--- config.mk ---
export PLATFORM = sky130hd
export DESIGN_NAME = fetch_stage_flat
export DESIGN_NICKNAME = d
export VERILOG_FILES = /design/src/rtl/fetch_stage_if.sv /design/src/rtl/fetch_stage.sv /design/src/flat_wrapper.sv
export SDC_FILE = /design/constraint.sdc
export NUM_CORES = 1
export LEC_CHECK = 0
export ABC_AREA = 1
export ABC_CLOCK_PERIOD_IN_PS = 1600
export CORE_UTILIZATION = 25
export DETAILED_ROUTE_END_ITERATION = 16
export GPL_TIMING_DRIVEN = 1
export RECOVER_POWER = 50
export SLEW_MARGIN = 20
export SYNTH_ARGS = -nofsm -noshare
export SYNTH_HDL_FRONTEND = slang
export SYNTH_SLANG_ARGS = --single-unit
--- constraint.sdc ---
create_clock -name CLK -period 1.6 [get_ports CLK]
set_input_delay 0.32 -clock CLK [delete_from_list [all_inputs] [get_ports CLK]]
set_output_delay 0.32 -clock CLK [all_outputs]
set_load 0.03 [all_outputs]
--- src/rtl/fetch_stage_if.sv ---
// fetch_stage_if -- instruction-memory port between the fetch stage and imem.
//   imemREN   fetch side -> memory : read request
//   imemaddr  fetch side -> memory : fetch address (current PC)
//   ihit      memory -> fetch side : imemload is valid this cycle
//   imemload  memory -> fetch side : instruction word
interface fetch_stage_if;
   logic        imemREN;
   logic [31:0] imemaddr;
   logic        ihit;
   logic [31:0] imemload;

   modport master (output imemREN, output imemaddr, input ihit, input imemload);
   modport slave  (input imemREN, input imemaddr, output ihit, output imemload);
endinterface

--- src/rtl/fetch_stage.sv ---
// fetch_stage -- instruction fetch: PC register, next-PC select, imem request,
// one-entry hold buffer and the IF/ID latch feeding decode.
//
// Ports:
//   CLK, nRST                  clock (rising edge), async active-low reset
//   PC_EN, IF_EN, IF_FLUSH     hazard-unit PC / latch controls
//   iREN, pr_halt              hazard-unit fetch enable and halt
//   PCSrc/branch_target        taken branch from EX (highest priority)
//   ID_JR/jr_target            JR from EX
//   cu_Jump/jump_target        J/JAL from decode
//   imem                       instruction-memory port (fetch_stage_if.master)
//   IF_instr/IF_pc/IF_npc      IF/ID latch contents
//   IF_valid                   latch holds a real instruction
//   IF_rs/IF_rt                register fields of IF_instr for load-use check
//   halted                     fetch permanently stopped until reset
//
// Optional: define FETCH_PERF_EN to add fetch_count / stall_count outputs.
//
// state   | meaning
// --------+----------------------------------------------------------
// S_RUN   | normal fetch, imem request follows iREN
// S_HOLD  | fetched word parked in hold buffer while decode is stalled
// S_HALTED| fetch stopped, PC frozen, sticky until reset
module fetch_stage #(
   parameter logic [31:0] PC_INIT  = 32'h0000_0000,
   parameter logic [31:0] NOP_WORD = 32'h0000_0000
) (
   input  logic                 CLK,
   input  logic                 nRST,
   input  logic                 PC_EN,
   input  logic                 IF_EN,
   input  logic                 IF_FLUSH,
   input  logic                 iREN,
   input  logic                 pr_halt,
   input  logic                 PCSrc,
   input  logic [31:0]          branch_target,
   input  logic                 ID_JR,
   input  logic [31:0]          jr_target,
   input  logic                 cu_Jump,
   input  logic [31:0]          jump_target,
   fetch_stage_if.master        imem,
   output logic [31:0]          IF_instr,
   output logic [31:0]          IF_pc,
   output logic [31:0]          IF_npc,
   output logic                 IF_valid,
   output logic [4:0]           IF_rs,
   output logic [4:0]           IF_rt,
   output logic                 halted
`ifdef FETCH_PERF_EN
   ,
   output logic [31:0]          fetch_count,
   output logic [31:0]          stall_count
`endif
);

   typedef enum logic [1:0] {S_RUN, S_HOLD, S_HALTED} state_t;

   state_t      state_q;
   logic        halted_q;
   logic [31:0] pc_q, pc_d, pc_plus4;
   logic [31:0] hb_instr_q, hb_pc_q, hb_npc_q;
   logic [31:0] if_instr_q, if_pc_q, if_npc_q;
   logic        if_valid_q;
   logic        redirect;
   logic        hold_capture;
   logic        latch_load;

   assign pc_plus4 = pc_q + 32'd4;
   assign redirect = PCSrc | ID_JR;

   always_comb begin
      pc_d = pc_plus4;
      if (PCSrc)        pc_d = branch_target;
      else if (ID_JR)   pc_d = jr_target;
      else if (cu_Jump) pc_d = jump_target;
   end

   // A word returned while decode is stalled is parked; a word returned in the
   // same cycle as a redirect is stale and simply dropped.
   assign hold_capture = (state_q == S_RUN) && imem.ihit && !IF_EN && !IF_FLUSH && !redirect;

   assign latch_load = !IF_FLUSH && (state_q != S_HALTED) && IF_EN &&
                       ((state_q == S_HOLD) || imem.ihit);

   // Request is forced low during reset so memory never sees a stray fetch.
   assign imem.imemREN  = iREN && (state_q == S_RUN) && nRST;
   assign imem.imemaddr = pc_q;

   always_ff @(posedge CLK or negedge nRST) begin
      if (!nRST) begin
         state_q    <= S_RUN;
         halted_q   <= 1'b0;
         hb_instr_q <= NOP_WORD;
         hb_pc_q    <= 32'h0;
         hb_npc_q   <= 32'h0;
      end else begin
         case (state_q)
            S_RUN: begin
               if (hold_capture) begin
                  state_q    <= S_HOLD;
                  hb_instr_q <= imem.imemload;
                  hb_pc_q    <= pc_q;
                  hb_npc_q   <= pc_plus4;
               end
            end
            S_HOLD: begin
               if (IF_EN || IF_FLUSH || redirect) state_q <= S_RUN;
            end
            default: state_q <= S_HALTED;
         endcase
         if (pr_halt) begin
            state_q  <= S_HALTED;
            halted_q <= 1'b1;
         end
      end
   end

   always_ff @(posedge CLK or negedge nRST) begin
      if (!nRST) begin
         pc_q <= PC_INIT;
      end else if (PC_EN && (state_q != S_HALTED)) begin
         pc_q <= pc_d;
      end
   end

   always_ff @(posedge CLK or negedge nRST) begin
      if (!nRST) begin
         if_instr_q <= NOP_WORD;
         if_pc_q    <= 32'h0;
         if_npc_q   <= 32'h0;
         if_valid_q <= 1'b0;
      end else if (IF_FLUSH) begin
         if_instr_q <= NOP_WORD;
         if_valid_q <= 1'b0;
      end else if (IF_EN && (state_q != S_HALTED)) begin
         if (state_q == S_HOLD) begin
            if_instr_q <= hb_instr_q;
            if_pc_q    <= hb_pc_q;
            if_npc_q   <= hb_npc_q;
            if_valid_q <= 1'b1;
         end else if (imem.ihit) begin
            if_instr_q <= imem.imemload;
            if_pc_q    <= pc_q;
            if_npc_q   <= pc_plus4;
            if_valid_q <= 1'b1;
         end else begin
            if_instr_q <= NOP_WORD;
            if_valid_q <= 1'b0;
         end
      end
   end

   assign IF_instr = if_instr_q;
   assign IF_pc    = if_pc_q;
   assign IF_npc   = if_npc_q;
   assign IF_valid = if_valid_q;
   assign IF_rs    = if_instr_q[25:21];
   assign IF_rt    = if_instr_q[20:16];
   assign halted   = halted_q;

`ifdef FETCH_PERF_EN
   logic [31:0] fetch_cnt_q, stall_cnt_q;
   logic        stall_evt;

   assign stall_evt = (state_q == S_RUN) && imem.imemREN && !imem.ihit;

   always_ff @(posedge CLK or negedge nRST) begin
      if (!nRST) begin
         fetch_cnt_q <= 32'h0;
         stall_cnt_q <= 32'h0;
      end else if (state_q != S_HALTED) begin
         if (latch_load && (fetch_cnt_q != 32'hFFFF_FFFF)) fetch_cnt_q <= fetch_cnt_q + 32'd1;
         if (stall_evt && (stall_cnt_q != 32'hFFFF_FFFF))  stall_cnt_q <= stall_cnt_q + 32'd1;
      end
   end

   assign fetch_count = fetch_cnt_q;
   assign stall_count = stall_cnt_q;
`else
   logic unused_latch_load;
   assign unused_latch_load = latch_load;
`endif

endmodule

--- src/flat_wrapper.sv ---
// flat-port wrapper written by rule: the top's interface ports become plain ports
module fetch_stage_flat 
#(
   parameter logic [31:0] PC_INIT  = 32'h0000_0000,
   parameter logic [31:0] NOP_WORD = 32'h0000_0000
)
  (CLK, nRST, PC_EN, IF_EN, IF_FLUSH, iREN, pr_halt, PCSrc, branch_target, ID_JR, jr_target, cu_Jump, jump_target, IF_instr, IF_pc, IF_npc, IF_valid, IF_rs, IF_rt, halted, imem_imemREN, imem_imemaddr, imem_ihit, imem_imemload);
  fetch_stage_if imem_i ();
  input  logic CLK;
  input  logic nRST;
  input  logic PC_EN;
  input  logic IF_EN;
  input  logic IF_FLUSH;
  input  logic iREN;
  input  logic pr_halt;
  input  logic PCSrc;
  input  logic [31:0] branch_target;
  input  logic ID_JR;
  input  logic [31:0] jr_target;
  input  logic cu_Jump;
  input  logic [31:0] jump_target;
  output logic [31:0] IF_instr;
  output logic [31:0] IF_pc;
  output logic [31:0] IF_npc;
  output logic IF_valid;
  output logic [4:0] IF_rs;
  output logic [4:0] IF_rt;
  output logic halted;
  output wire logic [$bits(imem_i.imemREN)-1:0] imem_imemREN;
  output wire logic [$bits(imem_i.imemaddr)-1:0] imem_imemaddr;
  input wire logic [$bits(imem_i.ihit)-1:0] imem_ihit;
  input wire logic [$bits(imem_i.imemload)-1:0] imem_imemload;
  assign imem_imemREN = imem_i.imemREN;
  assign imem_imemaddr = imem_i.imemaddr;
  assign imem_i.ihit = imem_ihit;
  assign imem_i.imemload = imem_imemload;
  fetch_stage #(.PC_INIT(PC_INIT), .NOP_WORD(NOP_WORD)) u_core (.CLK(CLK), .nRST(nRST), .PC_EN(PC_EN), .IF_EN(IF_EN), .IF_FLUSH(IF_FLUSH), .iREN(iREN), .pr_halt(pr_halt), .PCSrc(PCSrc), .branch_target(branch_target), .ID_JR(ID_JR), .jr_target(jr_target), .cu_Jump(cu_Jump), .jump_target(jump_target), .imem(imem_i), .IF_instr(IF_instr), .IF_pc(IF_pc), .IF_npc(IF_npc), .IF_valid(IF_valid), .IF_rs(IF_rs), .IF_rt(IF_rt), .halted(halted));
endmodule
[Yosys cells after proc, flatten, opt, wreduce, memory -nomap -nowiden]
Index checks and enable logic that the tools add are counted.
Operators by class
  $add $sub $neg: 1
  equal/unequal tests: 4
  mux-type cells: 19
  bitwise gates (word level): 2
  reduce and logical (&&, ||, !) cells: 19
Operators by type and width (number)
  32-bit 2-to-1 mux: 11
  32-bit by 3-bit adder with 32-bit output (second input constant): 1
  1-bit logical AND: 8
  2-bit 2-to-1 mux: 3
  1-bit 2-to-1 mux: 4
  2-bit case mux with 2 select lines: 1
  2-bit AND reduction: 2
  2-bit nonzero test: 2
  1-bit zero test: 3
  3-bit by 2-bit != test with 1-bit output (second input constant): 1
  3-bit != test (second input constant): 1
  3-bit AND reduction: 1
  2-bit by 1-bit == test with 1-bit output (second input constant): 1
  2-bit zero test: 1
  1-bit logical OR: 2
  2-bit != test (second input constant): 1
  1-bit NOT: 1
  1-bit OR: 1
Word-level totals
  flip-flop bits (word level): 228
  bits of input ports: 139
  output and inout port bits: 141
  word-level logic and storage cells: 55

[Longest topological paths before layout]
Gate-level depths: netlist of run 1.
  depth after elaboration: 8
  mapped depth: 12
  depth with buffers taken out: 12

[Least setup slack after synthesis of run 1]
OpenSTA, ideal clock, no wires.
  path type: register to register
  start point: reg u_core.pc_q[3], in the netlist u_core.imem.imemaddr[3]
  end point: reg u_core.pc_q[22], in the netlist u_core.imem.imemaddr[22]
  library setup time: 117 ps
  data arrival time: 1684 ps
  required time: 1483 ps
  setup slack: -201 ps
  stages on the path, launching flop included: 13
  buffers on the path: 0
  period minus slack after synthesis: 1801 ps
  path through: dfrtp_1 -> ha_1 -> nand2_1 -> nor2_2 -> nand2_2 -> nor2_4 -> nand2_1 -> nand2_1 -> nand2_1 -> nand2_1 -> nand2_1 -> nand2_1 -> nand2_1
Between the ends
  cells in the longest elaborated chain, start to end: 4
RTL lines
  from (decl): RTL line fetch_stage.sv:60  | logic [31:0] pc_q, pc_d, pc_plus4;
  from (signal assigned): RTL line fetch_stage.sv:122  | pc_q <= pc_d;
  32-bit by 3-bit adder with 32-bit output: RTL line fetch_stage.sv:68  | assign pc_plus4 = pc_q + 32'd4;
  32-bit 2-to-1 mux: RTL line fetch_stage.sv:75  | else if (cu_Jump) pc_d = jump_target;
  32-bit 2-to-1 mux: RTL line fetch_stage.sv:74  | else if (ID_JR) pc_d = jr_target;
  32-bit 2-to-1 mux: RTL line fetch_stage.sv:73  | if (PCSrc) pc_d = branch_target;
No other way between the ends.
A chain may end at the register's enable or synchronous reset.

[Worst setup path in the final report of run 1]
  start point: reg u_core.pc_q[2], in the netlist u_core.imem.imemaddr[2]
  end point: out imem_imemaddr[2]
RTL lines
  to (decl): RTL line flat_wrapper.sv:30  | output wire logic [$bits(imem_i.imemaddr)-1:0] imem_imemaddr;
No word-level cell between the ends.

==> results.sh, run 1 <==
export IMPL_cp_arrival_ps=1540
export IMPL_cts_clk_slew_worst_paths_ps=60
export IMPL_ys_flop_type="dfrtp_1"
export IMPL_n_antenna_cell=0
export IMPL_r2r_start="u_core.imem.imemaddr[2]"
export IMPL_worstSetupEndpointType="output pin"
export IMPL_post_place_cells=2320
export IMPL_synth_area_top_cells="dfrtp_1, nand2_1, o21ai_0"
export IMPL_synth_fp_nets=1547
export IMPL_synth_edff_count=0
export IMPL_clockRootBuffer="clkbuf_16"
export IMPL_maxCapViolations=0
export IMPL_postPlaceCellArea_um2=15600
export IMPL_layout_nets=1996
export IMPL_cts_buffer_depth=3
export IMPL_final_hold_viol_count=0
export IMPL_rsz0062_at_grt="yes"
export IMPL_drv_slew=87
export IMPL_area_growth_pct=71.0
export IMPL_clock_latency_ps=550
export IMPL_synth_most_common_cell="nand2_1"
export IMPL_yosysWarnings=0
export IMPL_worstRegToRegCells=12
export IMPL_numCtsBuffers=27
export IMPL_crit_required_ps=1280
export IMPL_die_h_um=212
export IMPL_min_period_ps=1860
export IMPL_skew_ps=32.5
export IMPL_cts_sinks=224
export IMPL_rrSetupSlack_ps=-190
export IMPL_wirelength_um=46000
export IMPL_ir_drop_mv=0.488
export IMPL_synth_top_cell_area_share=0.510
export IMPL_avgRoutedWirePerCell_um=18.7
export IMPL_track_usage=0.182
export IMPL_synth_avg_cell_area_um2=7.81
export IMPL_std_cell_rows=76
export IMPL_syn_area_um2=11000
export IMPL_via_count=11639
export IMPL_grt_overflow=0
export IMPL_ys_seq_elements=224
export IMPL_powerDensity_nw_per_um2=911
export IMPL_die_area_um2=44800
export IMPL_stdcell_area_um2=18800
export IMPL_synth_cells=1407
export IMPL_viasPerCell=4.73
export IMPL_die_w_um=212
export IMPL_power_leakage_nw=8.49
export IMPL_antenna_left=0
export IMPL_yosysSeqAreaShare=0.510
export IMPL_boundaryPins=280
export IMPL_drive_above_1_share=0.345
export IMPL_timing_slew_headroom=-0.0575
export IMPL_violations="slew limit, setup timing"
export IMPL_cp_start_kind="flop"
export IMPL_dr_first_iter_drc_count=719
export IMPL_grt_pass1_vias=11069
export IMPL_final_cells=2460
export IMPL_yosysTopAreaCell="dfrtp_1"
export IMPL_grt_pass1_wl_um=63600
export IMPL_port_buffers=279
export IMPL_post_dp_hpwl_um=29100
export IMPL_fin_crit_sh=1.16
export IMPL_yosysUniqueCellTypes=39
export IMPL_drc=0
export IMPL_hp_class="primary input to asynchronous set/reset pin"
export IMPL_ys_async_sr_fraction=1.00
export IMPL_synth_commonest_cells="nand2_1, dfrtp_1, o21ai_0"
export IMPL_tightest_slew_ps=1590
export IMPL_cts_tree="yes"
export IMPL_post_route_util=0.435
export IMPL_setup_slack_ps=-256
export IMPL_r2r_end="u_core.imem.imemaddr[18]"
export IMPL_start_util=0.255
export IMPL_path_class="flop to output pin"
export IMPL_setup_viol=93
export IMPL_grt_max_degree=150
export IMPL_core_area_um2=43200
export IMPL_gp_congestion=0.845
export IMPL_maxClockFrequency_mhz=539
export IMPL_path_max_fanout=3
export IMPL_final_setup_tns_ps=-5610
export IMPL_status="complete, but fails checks"
export IMPL_antenna_found_initial=1
export IMPL_post_place_ws_ps=-547
export IMPL_cts_htree_levels=1
export IMPL_firstDrtPassIters=5
cells in the final DEF (no fill, tap or decap), drive strengths merged, types with 5 or more instances in the layout:
master         count
xor2               9
a31oi             34
clkbuf            69
nor2             135
o21a               6
clkinv             5
clkdlybuf4s15     75
inv               90
a221oi            22
o21ai            172
clkdlybuf4s50    136
buf              275
nand3             22
nand2            518
and2               5
o211ai             6
nand3b             9
dfrtp            224
a21oi             43
worst max-delay path: stages (launching register included):
cell and delay [ps]:
dfrtp_2 450, buf_4 160, buf_4 120, buf_4 130, buf_6 130
layer usage:
metal,GRT usage,up-vias,share of wire
met5,0,-,0
met4,0.0470,0,0.028
met3,0.0352,67,0.068
met2,0.306,406,0.47
met1,0.240,5730,0.44
li1,-,5436,-
power breakdown:
group,internal [mW],leakage (nW),total (mW),switching [mW]
Combinational,2.06,5.41,4.62,2.57
Clock,3.42,0.416,5.91,2.49
Sequential,6.17,2.66,6.60,0.425
repair_timing:
action / CTS / global route
gates resized for setup: 501 / 275
setup buffers: 37 / 33
pin swaps: 45 / 72
hold buffers: 1 / 0
cloned: 4 / 28
endpoints found under the setup margin: 191 / 211
endpoints found under the hold margin: 75 / 0
per-stage QoR:
| step | hold slack (ps) | power (mW) |
|---|---|---|
| 2_1_floorplan | 24.4 | 8.45 |
| 3_3_place_gp | 379 | 10.8 |
| 3_5_place_dp | 378 | 10.8 |
| 4_1_cts | 24.8 | 17.0 |
| 5_1_grt | 287 | 17.8 |
| 6_report | 254 | 17.1 |
layout make-up:
class / instances / area, um2
Sequential cell: 224 / 5630
Clock inverter: 7 / 41.3
Clock buffer: 41 / 798
Inverter: 89 / 354
Fill cell: 4238 / 24400
Timing Repair Buffer: 517 / 5760
Tap cell: 585 / 732
Multi-Input combinational cell: 997 / 5470
state kept, by name, indices dropped and copies added (netlist names), 2 cells and up:
signal / count
u_core.hb_instr_q: 32
u_core.hb_pc_q: 30
u_core.hb_npc_q: 32
u_core.IF_npc: 32
u_core.IF_pc: 30
u_core.IF_instr: 32
u_core.state_q: 2
u_core.imem.imemaddr: 32
worst max-delay path by stage:
| stage | from | end | slack [ps] | depth (start not counted) |
|---|---|---|---|---|
| after floorplan | u_core.imem.imemaddr[15] | u_core.imem.imemaddr[22] | -9 | 11 |
| after global placement | ID_JR | u_core.hb_npc_q[2] | -520 | 9 |
| after detailed placement | ID_JR | u_core.hb_npc_q[18] | -550 | 9 |
| after CTS | u_core.imem.imemaddr[2] | u_core.IF_npc[22] | -220 | 11 |
| after global routing | u_core.imem.imemaddr[2] | imem_imemaddr[2] | -290 | 4 |
| final | u_core.imem.imemaddr[2] | imem_imemaddr[2] | -260 | 4 |
cell families (layout without fill, tap and decap cells):
logic type | count (synthesis) | in the layout | synth area share
xor gates and xnor gates | 12 | 12 | 0.0123
and+or+nand+nor | 694 | 694 | 0.253
buffers and inverters | 186 | 654 | 0.0747
AOI/OAI and AO/OA | 290 | 290 | 0.149
adders and majority gates | 1 | 1 | 0.00114
DFF | 224 | 224 | 0.510
Note: power is estimated with default switching activity, not from simulation.
==> run 2, diff against run 1 <==
CORE_UTILIZATION = 45   (was 25)
CTS_CLUSTER_SIZE = 24   (was default)
PLACE_DENSITY = 0.77   (was default)
==> run 2 against run 1 <==
Compared with the run above:
- the run ends with setup timing left
- clock skew decreased by 14 ps
- global-route usage increased by 11 points
- combinational power decreased by 9.5%
- routed wire length decreased by 10%
- critical endpoint is now u_core.IF_pc[24]
- clock-buffer cell count decreased by 7
- sequential share of layout area increased by 2.9 points
- power decreased by 4.1%
- critical path depth increased by 5
- fmax increased by 2.9%
- register-to-register slack about the same
==> results.sh, run 2 (synthesis results as in run 1) <==
export IMPL_final_hold_viol_count=0
export IMPL_worstSetupEndpointType="flop"
export IMPL_clock_latency_ps=530
export IMPL_fill_cells=1721
export IMPL_rsz0062_at_grt="yes"
export IMPL_die_h_um=158
export IMPL_cts_htree_levels=1
export IMPL_layout_nets=1931
export IMPL_skew_ps=18.7
export IMPL_setup_slack_ps=-205
export IMPL_rrSetupSlack_ps=-200
export IMPL_power_leakage_nw=7.91
export IMPL_drc=0
export IMPL_grt_pass1_wl_um=56200
export IMPL_final_cell_mix="nand2_1, dfrtp_1, clkdlybuf4s50_1, o21ai_0, buf_4"
export IMPL_area_growth_pct=55.7
export IMPL_violations="setup timing"
export IMPL_path_class="flop to flop"
export IMPL_start_util=0.464
export IMPL_fin_crit_sh=1.13
export IMPL_ir_drop_mv=0.510
export IMPL_hp_class="primary input to asynchronous set/reset pin"
export IMPL_numCtsBuffers=24
export IMPL_avgRoutedWirePerCell_um=19.4
export IMPL_clockRootBuffer="clkbuf_16"
export IMPL_min_period_ps=1800
export IMPL_worst_path_buf_inv=4
export IMPL_setup_viol=96
export IMPL_std_cell_rows=56
export IMPL_grt_overflow=0
export IMPL_maxCapViolations=0
export IMPL_die_area_um2=25100
export IMPL_post_place_cells=2037
export IMPL_core_area_um2=23700
export IMPL_final_setup_tns_ps=-8020
export IMPL_firstDrtPassIters=6
export IMPL_p_total_mw=16.4
export IMPL_status="complete, but fails checks"
export IMPL_p_int_mw=11.2
export IMPL_dr_first_iter_drc_count=1032
export IMPL_cts_tree="yes"
export IMPL_path_max_fanout=7
export IMPL_r2r_start="u_core.state_q[1]"
export IMPL_cts_sinks=224
export IMPL_postPlaceCellArea_um2=15000
export IMPL_powerDensity_nw_per_um2=959
export IMPL_gp_congestion=0.925
export IMPL_grt_pass1_vias=10610
export IMPL_final_cells=2126
export IMPL_multi_input_area_um2=5280
export IMPL_stdcell_area_um2=17100
export IMPL_tightest_slew_ps=1040
export IMPL_grt_max_degree=67
export IMPL_via_count=11646
export IMPL_cts_clk_slew_worst_paths_ps=60
export IMPL_cp_slowest_stage_delay_ps=400
export IMPL_cp_arrival_ps=2240
export IMPL_viasPerCell=5.48
export IMPL_crit_family="buffers and inverters"
export IMPL_cts_buffer_depth=3
export IMPL_cp_slowest_cell="dfrtp_1"
export IMPL_antenna_left=0
export IMPL_cp_start_kind="flop"
export IMPL_p_sw_frac=0.315
export IMPL_maxClockFrequency_mhz=554
export IMPL_p_comb_frac=0.255
export IMPL_final_common_cell="nand2_1"
export IMPL_crit_chain="clkbuf_1, nor2_4, o21ai_2, nor2_4, buf_6, buf_12, buf_12, nor2_2, a31oi_1"
export IMPL_wirelength_um=41200
export IMPL_register_area_um2=5630
export IMPL_antenna_found_initial=3
export IMPL_track_usage=0.291
export IMPL_worstRegToRegCells=9
export IMPL_drv_slew=0
export IMPL_timing_slew_headroom=0.305
export IMPL_crit_required_ps=2030
export IMPL_p_seq_frac=0.401
export IMPL_post_dp_hpwl_um=25600
export IMPL_boundaryPins=280
export IMPL_switchingPower_mw=5.17
export IMPL_post_place_ws_ps=-551
export IMPL_p_clk_frac=0.345
export IMPL_drive_above_1_share=0.289
export IMPL_r2r_end="u_core.IF_pc[24]"
export IMPL_port_buffers=279
export IMPL_die_w_um=158
run 2: changes by cell type in the layout (fill, tap and decap cells not counted), moves of 20 or more:
cell / before / now
nand2_2: 61 / 39
nand2_1: 440 / 470
clkbuf_2: 4 / 46
clkdlybuf4s15_2: 75 / 35
o21ai_0: 93 / 113
buf_4: 141 / 104
clkdlybuf4s15_1: 0 / 20
run 2: how the worst max path moves through the flow:
stage	from	to	slack, ps	depth (start not counted)
after floorplan	u_core.imem.imemaddr[15]	u_core.imem.imemaddr[22]	-9	11
after global placement	ID_JR	u_core.imem.imemaddr[31]	-530	10
after detailed placement	ID_JR	u_core.hb_npc_q[20]	-550	9
after CTS	u_core.imem.imemaddr[3]	imem_imemaddr[3]	-210	3
after global routing	u_core.state_q[1]	u_core.IF_pc[24]	-260	9
final	u_core.state_q[1]	u_core.IF_pc[24]	-200	9
run 2: routing by layer:
layer | share of wire | global-route usage
met2 | 0.48 | 0.487
met3 | 0.082 | 0.0365
met5 | 0.00032 | 0
met1 | 0.38 | 0.385
met4 | 0.049 | 0.114
run 2: worst reg2reg max path: stages (launching register included):
cell      delay [ps]
dfrtp_1          400
clkbuf_1         180
nor2_4           190
o21ai_2           90
nor2_4           170
buf_6            150
buf_12           160
buf_12           140
nor2_2            40
a31oi_1          190
run 2: power by group through the flow:
stage | Combinational (mW) | Clock (mW) | Sequential [mW]
6_report | 4.18 | 5.66 | 6.58
3_5_place_dp | 3.98 | 0 | 6.61
5_1_grt | 4.44 | 5.94 | 6.62
2_1_floorplan | 0.990 | 0 | 7.46
3_3_place_gp | 3.94 | 0 | 6.60
4_1_cts | 3.94 | 5.70 | 6.52
run 2: timing repair:
| action | in CTS | in global routing |
|---|---|---|
| setup endpoints to repair | 176 | 254 |
| cloned | 0 | 18 |
| hold buffers | 1 | 0 |
| hold endpoints to repair | 224 | 0 |
| setup buffers | 11 | 20 |
| resized for setup | 416 | 309 |
| pin swaps | 26 | 43 |
run 2: final cells by class:
type                            instances  share of cell area
Inverter                               89              0.0208
Clock inverter                          7             0.00578
Multi-Input combinational cell        997               0.308
Tap cell                              319              0.0233
Sequential cell                       224               0.329
Antenna cell                            1            0.000146
Clock buffer                           34              0.0408
Timing Repair Buffer                  455               0.272
run 2: per-stage QoR:
stage | hold slack (ps) | utilization
floorplan | 24.4 | -
global placement | 161 | 0.634
CTS | 379 | 0.683
detailed placement | 159 | 0.634
finish | 300 | 0.723
global route | 344 | 0.723
==> run 3, diff against run 2 <==
PLACE_DENSITY = 0.74   (was 0.77)
==> run 3 against run 2 <==
Compared with the run above:
- the run still ends with setup timing left
- sequential power is essentially flat
- sequential cell count stayed put
- sequential share of layout area is 0.13 points lower
- final cell count increased by 0.24%
- via count fell by 2.1%
- non-clock buffer count is 2 higher
- utilization increased by 0.31 points
- die area unchanged
- critical path depth increased by 2
- routed wire length fell by 4.8%
- fmax increased by 1.9%
- hold slack improved by 95 ps
- largest cell class unchanged
==> results.sh, run 3 (synthesis results as in run 1) <==
export IMPL_crit_required_ps=2000
export IMPL_rsz0062_at_grt="yes"
export IMPL_clockRootBuffer="clkbuf_16"
export IMPL_dr_first_iter_drc_count=835
export IMPL_n_antenna_cell=0
export IMPL_setup_slack_ps=-172
export IMPL_skew_ps=18.4
export IMPL_gp_congestion=0.903
export IMPL_std_cell_rows=56
export IMPL_tightest_slew_ps=718
export IMPL_track_usage=0.283
export IMPL_layout_nets=1935
export IMPL_wirelength_um=39200
export IMPL_worstSetupEndpointType="flop"
export IMPL_area_growth_pct=56.4
export IMPL_start_util=0.464
export IMPL_viasPerCell=5.35
export IMPL_post_dp_hpwl_um=25500
export IMPL_grt_overflow=0
export IMPL_cts_tree="yes"
export IMPL_die_area_um2=25100
export IMPL_fin_crit_sh=1.11
export IMPL_path_class="flop to flop"
export IMPL_maxCapViolations=0
export IMPL_via_count=11406
export IMPL_power_leakage_nw=7.98
export IMPL_cp_start_kind="flop"
export IMPL_timing_slew_headroom=0.521
export IMPL_boundaryPins=280
export IMPL_avgRoutedWirePerCell_um=18.4
export IMPL_port_buffers=279
export IMPL_final_common_cell="nand2_1"
export IMPL_cts_sinks=224
export IMPL_p_total_mw=16.7
export IMPL_post_place_ws_ps=-492
export IMPL_cts_clk_slew_worst_paths_ps=60
export IMPL_drc=0
export IMPL_min_period_ps=1770
export IMPL_final_cell_mix="nand2_1, dfrtp_1, clkdlybuf4s50_1, o21ai_0, buf_4"
export IMPL_die_w_um=158
export IMPL_antenna_left=0
export IMPL_ir_drop_mv=0.672
export IMPL_drv_slew=0
export IMPL_powerDensity_nw_per_um2=973
export IMPL_numCtsBuffers=25
export IMPL_violations="setup timing"
export IMPL_maxClockFrequency_mhz=564
export IMPL_status="complete, but fails checks"
export IMPL_die_h_um=158
export IMPL_setup_viol=114
export IMPL_cts_htree_levels=1
export IMPL_grt_pass1_wl_um=55100
export IMPL_final_hold_viol_count=0
export IMPL_firstDrtPassIters=7
export IMPL_core_area_um2=23700
export IMPL_drive_above_1_share=0.293
export IMPL_path_max_fanout=4
export IMPL_cts_buffer_depth=3
export IMPL_antenna_found_initial=0
export IMPL_grt_max_degree=65
export IMPL_grt_pass1_vias=10496
export IMPL_clock_latency_ps=530
export IMPL_hp_class="primary input to flop"
export IMPL_cp_arrival_ps=2170
-- run 3: cell type report --
| type | instances | area, um2 |
|---|---|---|
| well taps | 319 | 399 |
| repair buffers | 457 | 4610 |
| clock buffers | 32 | 702 |
| inverters | 89 | 349 |
| repair inverters | 1 | 8.76 |
| flip-flops and latches | 224 | 5630 |
| fillers | 1782 | 6490 |
| multi-input cells | 997 | 5350 |
| clock inverters | 12 | 141 |
-- run 3: per-stage QoR --
stage	setup TNS (ps)	hold slack [ps]	instance area [um2]	util	std cells
after CTS	-993	384	16200	0.684	2093
after detailed placement	-65160	353	15100	0.636	2041
final	-5340	395	17200	0.726	2131
after global placement	-58840	354	15100	0.636	2041
after global routing	-21520	394	17200	0.726	2131
after floorplan	-9.37	24.4	11000	-	1407
-- run 3: worst paths after layout --
check,from,slack (ps),cells past startpoint,end
min in group asynchronous,nRST,540,3,u_core.IF_instr[4]
worst max register to register,u_core.imem.imemaddr[2],-170,11,u_core.IF_npc[30]
worst min register to register,u_core.halted,470,1,u_core.halted
max in group asynchronous,nRST,100,4,u_core.imem.imemaddr[26]
worst max-delay path,u_core.imem.imemaddr[2],-170,11,u_core.IF_npc[30]
worst min-delay path,imem_imemload[19],390,3,u_core.hb_instr_q[19]
-- run 3: repair_timing --
| action | CTS | global route |
|---|---|---|
| gates cloned | 0 | 15 |
| endpoints found under the setup margin | 171 | 217 |
| gates resized for setup | 391 | 321 |
| hold buffers | 1 | 0 |
| pin swaps | 24 | 57 |
| endpoints found under the hold margin | 46 | 0 |
| setup buffers | 7 | 23 |
-- run 3: per-layer routing --
metal / share of wire / wire length [um] / GRT usage / vias up
met2: 0.49 / 19200 / 0.484 / 506
li1: - / - / - / 5308
met5: 0 / 0 / 0 / -
met4: 0.036 / 1410 / 0.0939 / 0
met1: 0.40 / 15800 / 0.368 / 5501
met3: 0.071 / 2770 / 0.0395 / 91
-- run 3: power by group --
group / total [mW] / internal [mW] / leakage, nW / switching, mW
Sequential: 6.60 / 6.17 / 2.67 / 0.426
Combinational: 4.21 / 1.75 / 4.89 / 2.46
Clock: 5.92 / 3.57 / 0.421 / 2.35
-- run 3: critical path: stages, from the launching register on --
cell and delay [ps]:
dfrtp_2 420, ha_4 170, nand2_4 50, nor2_4 190, nand2_4 110, buf_6 130
nor2_4 120, nand2_2 80, nand2_2 90, nand2_2 70, o21ai_1 150, nand2_1 70
